File: src/rtl/instr_imm_encoder.sv
// rtl/instr_imm_encoder.sv - packs a signed immediate into an RV32 I/S/B instruction template behind a 2-entry FIFO
module instr_imm_encoder (
  input  logic        clk,
  input  logic        reset,
  input  logic        in_valid,
  output logic        in_ready,
  input  logic [1:0]  imm_src,
  input  logic [31:0] imm,
  input  logic [31:0] base,
  output logic        out_valid,
  input  logic        out_ready,
  output logic [31:0] instr,
  output logic        err,
  output logic [7:0]  err_count
);

  localparam logic [1:0] SRC_I = 2'b00;
  localparam logic [1:0] SRC_S = 2'b01;
  localparam logic [1:0] SRC_B = 2'b10;

  logic [31:0] enc_instr;
  logic        enc_err;
  logic        upper_i_same;
  logic        upper_b_same;

  logic [31:0] mem_instr [2];
  logic        mem_err   [2];
  logic        wr_ptr;
  logic        rd_ptr;
  logic [1:0]  count;
  logic        push;
  logic        pop;

  // Sign-extension checks: the immediate fits the field only if every bit above its top bit matches it.
  assign upper_i_same = (&imm[31:11]) | ~(|imm[31:11]);
  assign upper_b_same = (&imm[31:12]) | ~(|imm[31:12]);

  // Combinational field packing; on a range error the truncated bits are still packed.
  always_comb begin
    enc_instr = base;
    enc_err   = 1'b1;
    case (imm_src)
      SRC_I: begin
        enc_instr = {imm[11:0], base[19:0]};
        enc_err   = ~upper_i_same;
      end
      SRC_S: begin
        enc_instr = {imm[11:5], base[24:12], imm[4:0], base[6:0]};
        enc_err   = ~upper_i_same;
      end
      SRC_B: begin
        enc_instr = {imm[12], imm[10:5], base[24:12], imm[4:1], imm[11], base[6:0]};
        enc_err   = ~upper_b_same | imm[0];
      end
      default: begin
        enc_instr = base;
        enc_err   = 1'b1;
      end
    endcase
  end

  // Ready depends only on occupancy, so a full FIFO stalls even while it is being popped.
  assign in_ready  = ~count[1];
  assign out_valid = (count != 2'd0);
  assign push      = in_valid & in_ready;
  assign pop       = out_valid & out_ready;
  assign instr     = out_valid ? mem_instr[rd_ptr] : 32'd0;
  assign err       = out_valid ? mem_err[rd_ptr] : 1'b0;

  // Storage write; contents need no reset because outputs are gated by occupancy.
  always_ff @(posedge clk) begin
    if (push) begin
      mem_instr[wr_ptr] <= enc_instr;
      mem_err[wr_ptr]   <= enc_err;
    end
  end

  // Pointers, occupancy and the saturating error counter; reset discards in-flight entries.
  always_ff @(posedge clk) begin
    if (reset) begin
      wr_ptr    <= 1'b0;
      rd_ptr    <= 1'b0;
      count     <= 2'd0;
      err_count <= 8'd0;
    end else begin
      if (push) begin
        wr_ptr <= ~wr_ptr;
      end
      if (pop) begin
        rd_ptr <= ~rd_ptr;
      end
      if (push && !pop) begin
        count <= count + 2'd1;
      end else if (pop && !push) begin
        count <= count - 2'd1;
      end
      if (push && enc_err && (err_count != 8'hFF)) begin
        err_count <= err_count + 8'd1;
      end
    end
  end

endmodule

File: config.mk
export PLATFORM = sky130hd
export DESIGN_NAME = instr_imm_encoder
export DESIGN_NICKNAME = d
export VERILOG_FILES = /design/src/rtl/instr_imm_encoder.sv
export SDC_FILE = /design/constraint.sdc
export NUM_CORES = 1
export LEC_CHECK = 0
export ABC_AREA = 1
export ABC_CLOCK_PERIOD_IN_PS = 3500
export CAP_MARGIN = 20
export CORE_ASPECT_RATIO = 1.75
export CORE_MARGIN = 10
export CORE_UTILIZATION = 30
export DETAILED_ROUTE_END_ITERATION = 8
export GPL_TIMING_DRIVEN = 0
export PLACE_DENSITY = 0.53
export SLEW_MARGIN = 20
export SYNTH_ARGS = -nofsm -noshare
export SYNTH_HDL_FRONTEND = slang
export SYNTH_SLANG_ARGS = --single-unit
File: constraint.sdc
create_clock -name clk -period 3.5 [get_ports clk]
set_input_delay 0.7 -clock clk [delete_from_list [all_inputs] [get_ports clk]]
set_output_delay 0.7 -clock clk [all_outputs]
set_load 0.03 [all_outputs]
* Word-level counts from Yosys, hierarchy flattened
Memories as Yosys holds them, arrays and structs flattened. A register that Yosys moved wholly into a read port is not among the register bits. Index checks and enable logic that the tools add are counted.
Word-level totals: bits in latches 0, bits in registers 12, ROM bits 0, input bits 70, bits in writable memories 66, output and inout port bits 43, word-level logic and storage cells 50, memories kept 2
Cells by class: multiplexer cells 12, shift operators 0, order comparisons 0, add/subtract/negate cells 3, multiply operators 0, divide/modulo/power cells 0, bitwise logic cells 12, equal/unequal tests 3, reductions and logical operators 14
Memories:
- mem_instr | words 2, width 32, read ports 1, clocked after Yosys merged registers in 1, write ports 1, RTL line 26 | logic [31:0] mem_instr [2];
- mem_err | words 2, width 1, read ports 1, clocked after Yosys merged registers in 1, write ports 1, RTL line 27 | logic mem_err [2];
Operator list (number):
- 32-bit one-hot mux with 3 select lines | 1
- 32-bit two-way mux | 1
- 21-bit AND reduction | 1
- 21-bit OR reduction | 1
- 20-bit AND reduction | 1
- 20-bit OR reduction | 1
- 8-bit by 1-bit adder with 8-bit output, second input constant | 1
- 8-bit != test, second input constant | 1
- 1-bit two-way mux | 7
- 1-bit NOT | 7
- 1-bit logical AND | 4
- 2-bit two-way mux | 2
- 2-bit nonzero test | 2
- 1-bit bitwise OR | 3
- 2-bit by 1-bit adder with 2-bit output, second input constant | 1
- 1-bit AND | 2
- 2-bit by 1-bit equality test with 1-bit output, second input constant | 1
- 2-bit equality test, second input constant | 1
- 1-bit logical NOT | 2
- 2-bit logical NOT | 1
- 1-bit one-hot mux with 2 select lines | 1
- 2-bit OR reduction | 1
- 2-bit by 1-bit subtractor with 2-bit output, second input constant | 1

* Depth between registers and ports, before layout
Gate-level depths: netlist of the first run.
word-level depth 8, gate-level depth with buffers 11, gate-level depth less buffers 11

* Worst setup path after synthesis of the first run
Ideal clock, no wire load.
kind input to register, start input port in_valid, end memory mem_err[1] (enable), path buffers 0, arrival time 2.278 ns, setup time 0.425 ns, stages on the path 2, required time 3.075 ns, path slack 0.797 ns, path through nand2_1 nor2_1
On the way: longest elaborated chain between the ends 3
Ends and longest elaborated chain:
- start, declared | RTL line 5 | input logic in_valid,
- 1-bit AND | RTL line 65 | assign push = in_valid & in_ready;
- 1-bit two-way mux | RTL line 72 | if (push) begin
- 1-bit two-way mux (implied by the code) | RTL line 74 | mem_err[wr_ptr] <= enc_err;
- end, declared | RTL line 27
No other way between the ends.

==> impl_metrics.ini, run 1 <==
[run_status]
run_status = finished clean

[sta]
rsz0062_at_grt = no
finalMaxSlewViolations = 0
relSlewSlack = 0.574
maxClockFrequency_ghz = 0.313
post-route-period-util = 0.913
worst_margin_slew_ns = 0.637
final.min_clock_period_ns = 3.20
report.final.setup_viol = 0
final.setup_skew_ns = 0.00911
timing.final.hold_violations = 0

[placement]
placed_area_um2 = 5070
gpl.final_weighted_congestion = 0.843
numPortBuffers = 111
detailed_placer_s_ending_hpwl_mm = 8.40

[power]
clock_power_share = 0.237
power.density_nw_per_um2 = 705
vdd_drop_max_mv = 0.280
internal-power_w = 0.00234
power.sequential.fraction = 0.325
power.share.switching = 0.380
pwr-share-comb = 0.438
total_leakage_power_nw = 1.97
p_switching_w = 0.00144

[detailed_routing]
drt_first_pass_iters = 4
remaining_drc_errors = 0
detail_route.iter0.violations = 106
post_dr_vias_cell = 4.49
finalWirelength_mm = 10.5
route.vias.total = 3042
wl_per_cell_um = 15.5
postRouteAntennaNets = 0

[synth]
synthesis.instances = 384
synth_simple_gate_area_share = 0.226
synth.area.mux_share = 0.0275
synthesis.area_per_instance_um2 = 9.59
synth_top_cell_area_share = 0.538
synth_seq_cells = 79
yosys.area_share.xor_xnor = 0.0143
yosys.cell_types.count = 27
synth.net_count = 456
synth_compound_gate_area_share = 0.0812
synth_adder_area_share = 0.00680
synth.cells.most_frequent = 137 x sky130_fd_sc_hd__nand2_1, 66 x sky130_fd_sc_hd__edfxtp_1, 41 x sky130_fd_sc_hd__nor2_1
synth.top_cells.by_area = sky130_fd_sc_hd__edfxtp_1 54%, sky130_fd_sc_hd__nand2_1 14%, sky130_fd_sc_hd__dfxtp_1 7.1%, sky130_fd_sc_hd__a21oi_1 5.2%, sky130_fd_sc_hd__nor2_1 4.2%
combinational_family_with_the_most_area_after_synthesis = simple AND/OR/NAND/NOR gates
yosysSeqAreaShare = 0.609
netlist_area_um2 = 3680
synthesis.yosys.warnings = 0
synth_async_sr_flop_share = 0
post-synth-top-count-cell = sky130_fd_sc_hd__nand2_1
ys_dominant_reg_cell = sky130_fd_sc_hd__edfxtp_1
synth_area_leader_cell = sky130_fd_sc_hd__edfxtp_1
synth_enable_flop_cells = 66

[hold_path]
hold_path_class = flop to flop

[run]
maxCapViolations = 0

[final_layout]
final_nets = 580
fraction_of_final_layout_cells_with_drive_strength_greater_than_1 = 0.0858
relative_area_change_from_synthesis_to_final_layout_pct = 45.6
antenna_diodes = 0
cell_area_after_layout_um2 = 5360
layout.core_utilization = 0.447

[global_route]
grt_most_used_layer = met2
grt_use_met3 = 0.0402
grt_pass1_wl_mm = 16.4
grt.total_usage = 0.120
first_global_vias = 3172
antenna_found_initial = 0
globalRoute.totalOverflow = 0
grt_use_met1 = 0.110
largest_net_degree_at_the_start_of_global_routing = 23
grt_use_met2 = 0.223

[floorplanning]
core.rowCount = 53
initial_utilization = 0.307
die_w_um = 104
design.die.area_um2 = 17300
boundaryPins = 113
core_region_area_um2 = 12000
die_h_um = 167

[critical_path]
worst-path-buf-inv = 4
critical_path.endpoint_type = output port
worstPathCellList = clkbuf_1 -> inv_1 -> buf_1 -> nand2_1 -> a21oi_1 -> clkdlybuf4s50_1
timing.critical_path.max_delay_family = buffers and inverters
reg2reg_slack_ns = 1.60
highest_cell_delay_on_the_worst_timing_path_ns = 0.72
worst-endpoint-arrival_ns = 2.50
critical_path_start_end_classification = flop to output port
critical_path_peak_fanout = 10
setup.worst_path.start_class = flop
cp_data_required_time_ns = 2.80
worst_path_max_delay_cell = sky130_fd_sc_hd__clkdlybuf4s50_1

[cts]
cts_buffer_depth = 2
clock_insertion_delay_worst_skew_ns = 0.33
cts.clk_slew.worst_paths_ns = 0.06
cts_htree_levels = 3
numCtsBuffers = 9
cts.repair_timing.setup_buffer_count = 0
cts_hold_buf = 0
tritoncts = done
cts.sinks = 79
cts_resized = 0
cts.root.buffer_cell = sky130_fd_sc_hd__clkbuf_16
[cell usage in the layout (no fill, tap or decap), types with 3 or more instances in the layout]
| cell | instances |
|---|---|
| sky130_fd_sc_hd__clkbuf_16 | 9 |
| sky130_fd_sc_hd__edfxtp_1 | 66 |
| sky130_fd_sc_hd__nand4_1 | 7 |
| sky130_fd_sc_hd__xor2_1 | 3 |
| sky130_fd_sc_hd__a21oi_2 | 6 |
| sky130_fd_sc_hd__nand2_2 | 3 |
| sky130_fd_sc_hd__nor2_1 | 39 |
| sky130_fd_sc_hd__o21ai_0 | 4 |
| sky130_fd_sc_hd__inv_1 | 22 |
| sky130_fd_sc_hd__clkdlybuf4s50_1 | 111 |
| sky130_fd_sc_hd__dfxtp_1 | 13 |
| sky130_fd_sc_hd__clkinvlp_4 | 3 |
| sky130_fd_sc_hd__buf_1 | 3 |
| sky130_fd_sc_hd__nand3_1 | 5 |
| sky130_fd_sc_hd__nand2_1 | 137 |
| sky130_fd_sc_hd__clkbuf_1 | 9 |
| sky130_fd_sc_hd__xnor2_1 | 3 |
| sky130_fd_sc_hd__mux2_2 | 9 |
| sky130_fd_sc_hd__a21oi_1 | 38 |
[per-stage QoR]
step           std cells  hold WS [ns]  setup TNS, ns  power (W)  setup slack (ns)
2_1_floorplan        384         0.448              0    0.00217             0.797
3_3_place_gp         660         0.462         -38.65    0.00290            -0.602
3_5_place_dp         662         0.466              0    0.00295             0.586
4_1_cts              678         0.478              0    0.00385             0.227
5_1_grt              678         0.512              0    0.00398             0.113
6_report             678         0.473              0    0.00378             0.304
[worst paths after layout]
check / from / end / cells past startpoint
worst max-delay path: flop / instr[16] / 6
worst max register to register: count[1] / count[1] / 8
worst min-delay path: rd_ptr / rd_ptr / 2
worst min register to register: rd_ptr / rd_ptr / 2
[sequential cells by signal, indices dropped and copies added (netlist names), named ones only]
| name | count |
|---|---|
| mem_err | 2 |
| mem_instr | 64 |
| err_count | 8 |
| count | 2 |
| rd_ptr | 1 |
| wr_ptr | 1 |
[tightest hold or removal path: stages (launching register included)]
cell and delay (ns):
sky130_fd_sc_hd__dfxtp_1 0.30, sky130_fd_sc_hd__inv_1 0.07, sky130_fd_sc_hd__a21oi_1 0.06
[routing by layer]
metal | up-vias | share of wire
met5 | - | 0
met4 | 0 | 0.036
met3 | 18 | 0.063
met2 | 92 | 0.54
met1 | 1395 | 0.36
li1 | 1537 | -
[cells by family after synthesis]
group	after synthesis
compound gates	52
xor+xnor	6
fa+ha+maj	2
buf+inv	35
flops	79
mux	9
simple gates	201
[power by group through the flow]
| stage | Sequential (W) | Combinational [W] | Clock, W |
|---|---|---|---|
| CTS | 0.00123 | 0.00170 | 0.000918 |
| floorplan | 0.00126 | 0.000906 | 0 |
| finish | 0.00123 | 0.00166 | 0.000896 |
| detailed placement | 0.00125 | 0.00170 | 0 |
| global route | 0.00124 | 0.00178 | 0.000956 |
| global placement | 0.00126 | 0.00164 | 0 |
[layout make-up]
type | count | area, um^2
plain buffers | 11 | 41.3
clock buffers | 10 | 229
flip-flops and latches | 79 | 2240
clock inverters | 6 | 61.3
fillers | 1208 | 6640
well taps | 165 | 206
repair buffers | 113 | 1170
inverters | 24 | 90.1
multi-input cells | 270 | 1320
No activity file was read; power rests on OpenSTA's default activity.
==> run 2: changes to the inputs <==
SLEW_MARGIN = default   (was 20)
==> results of run 2 <==
The final DEF is identical to that of run 1; final timing and power are the same.
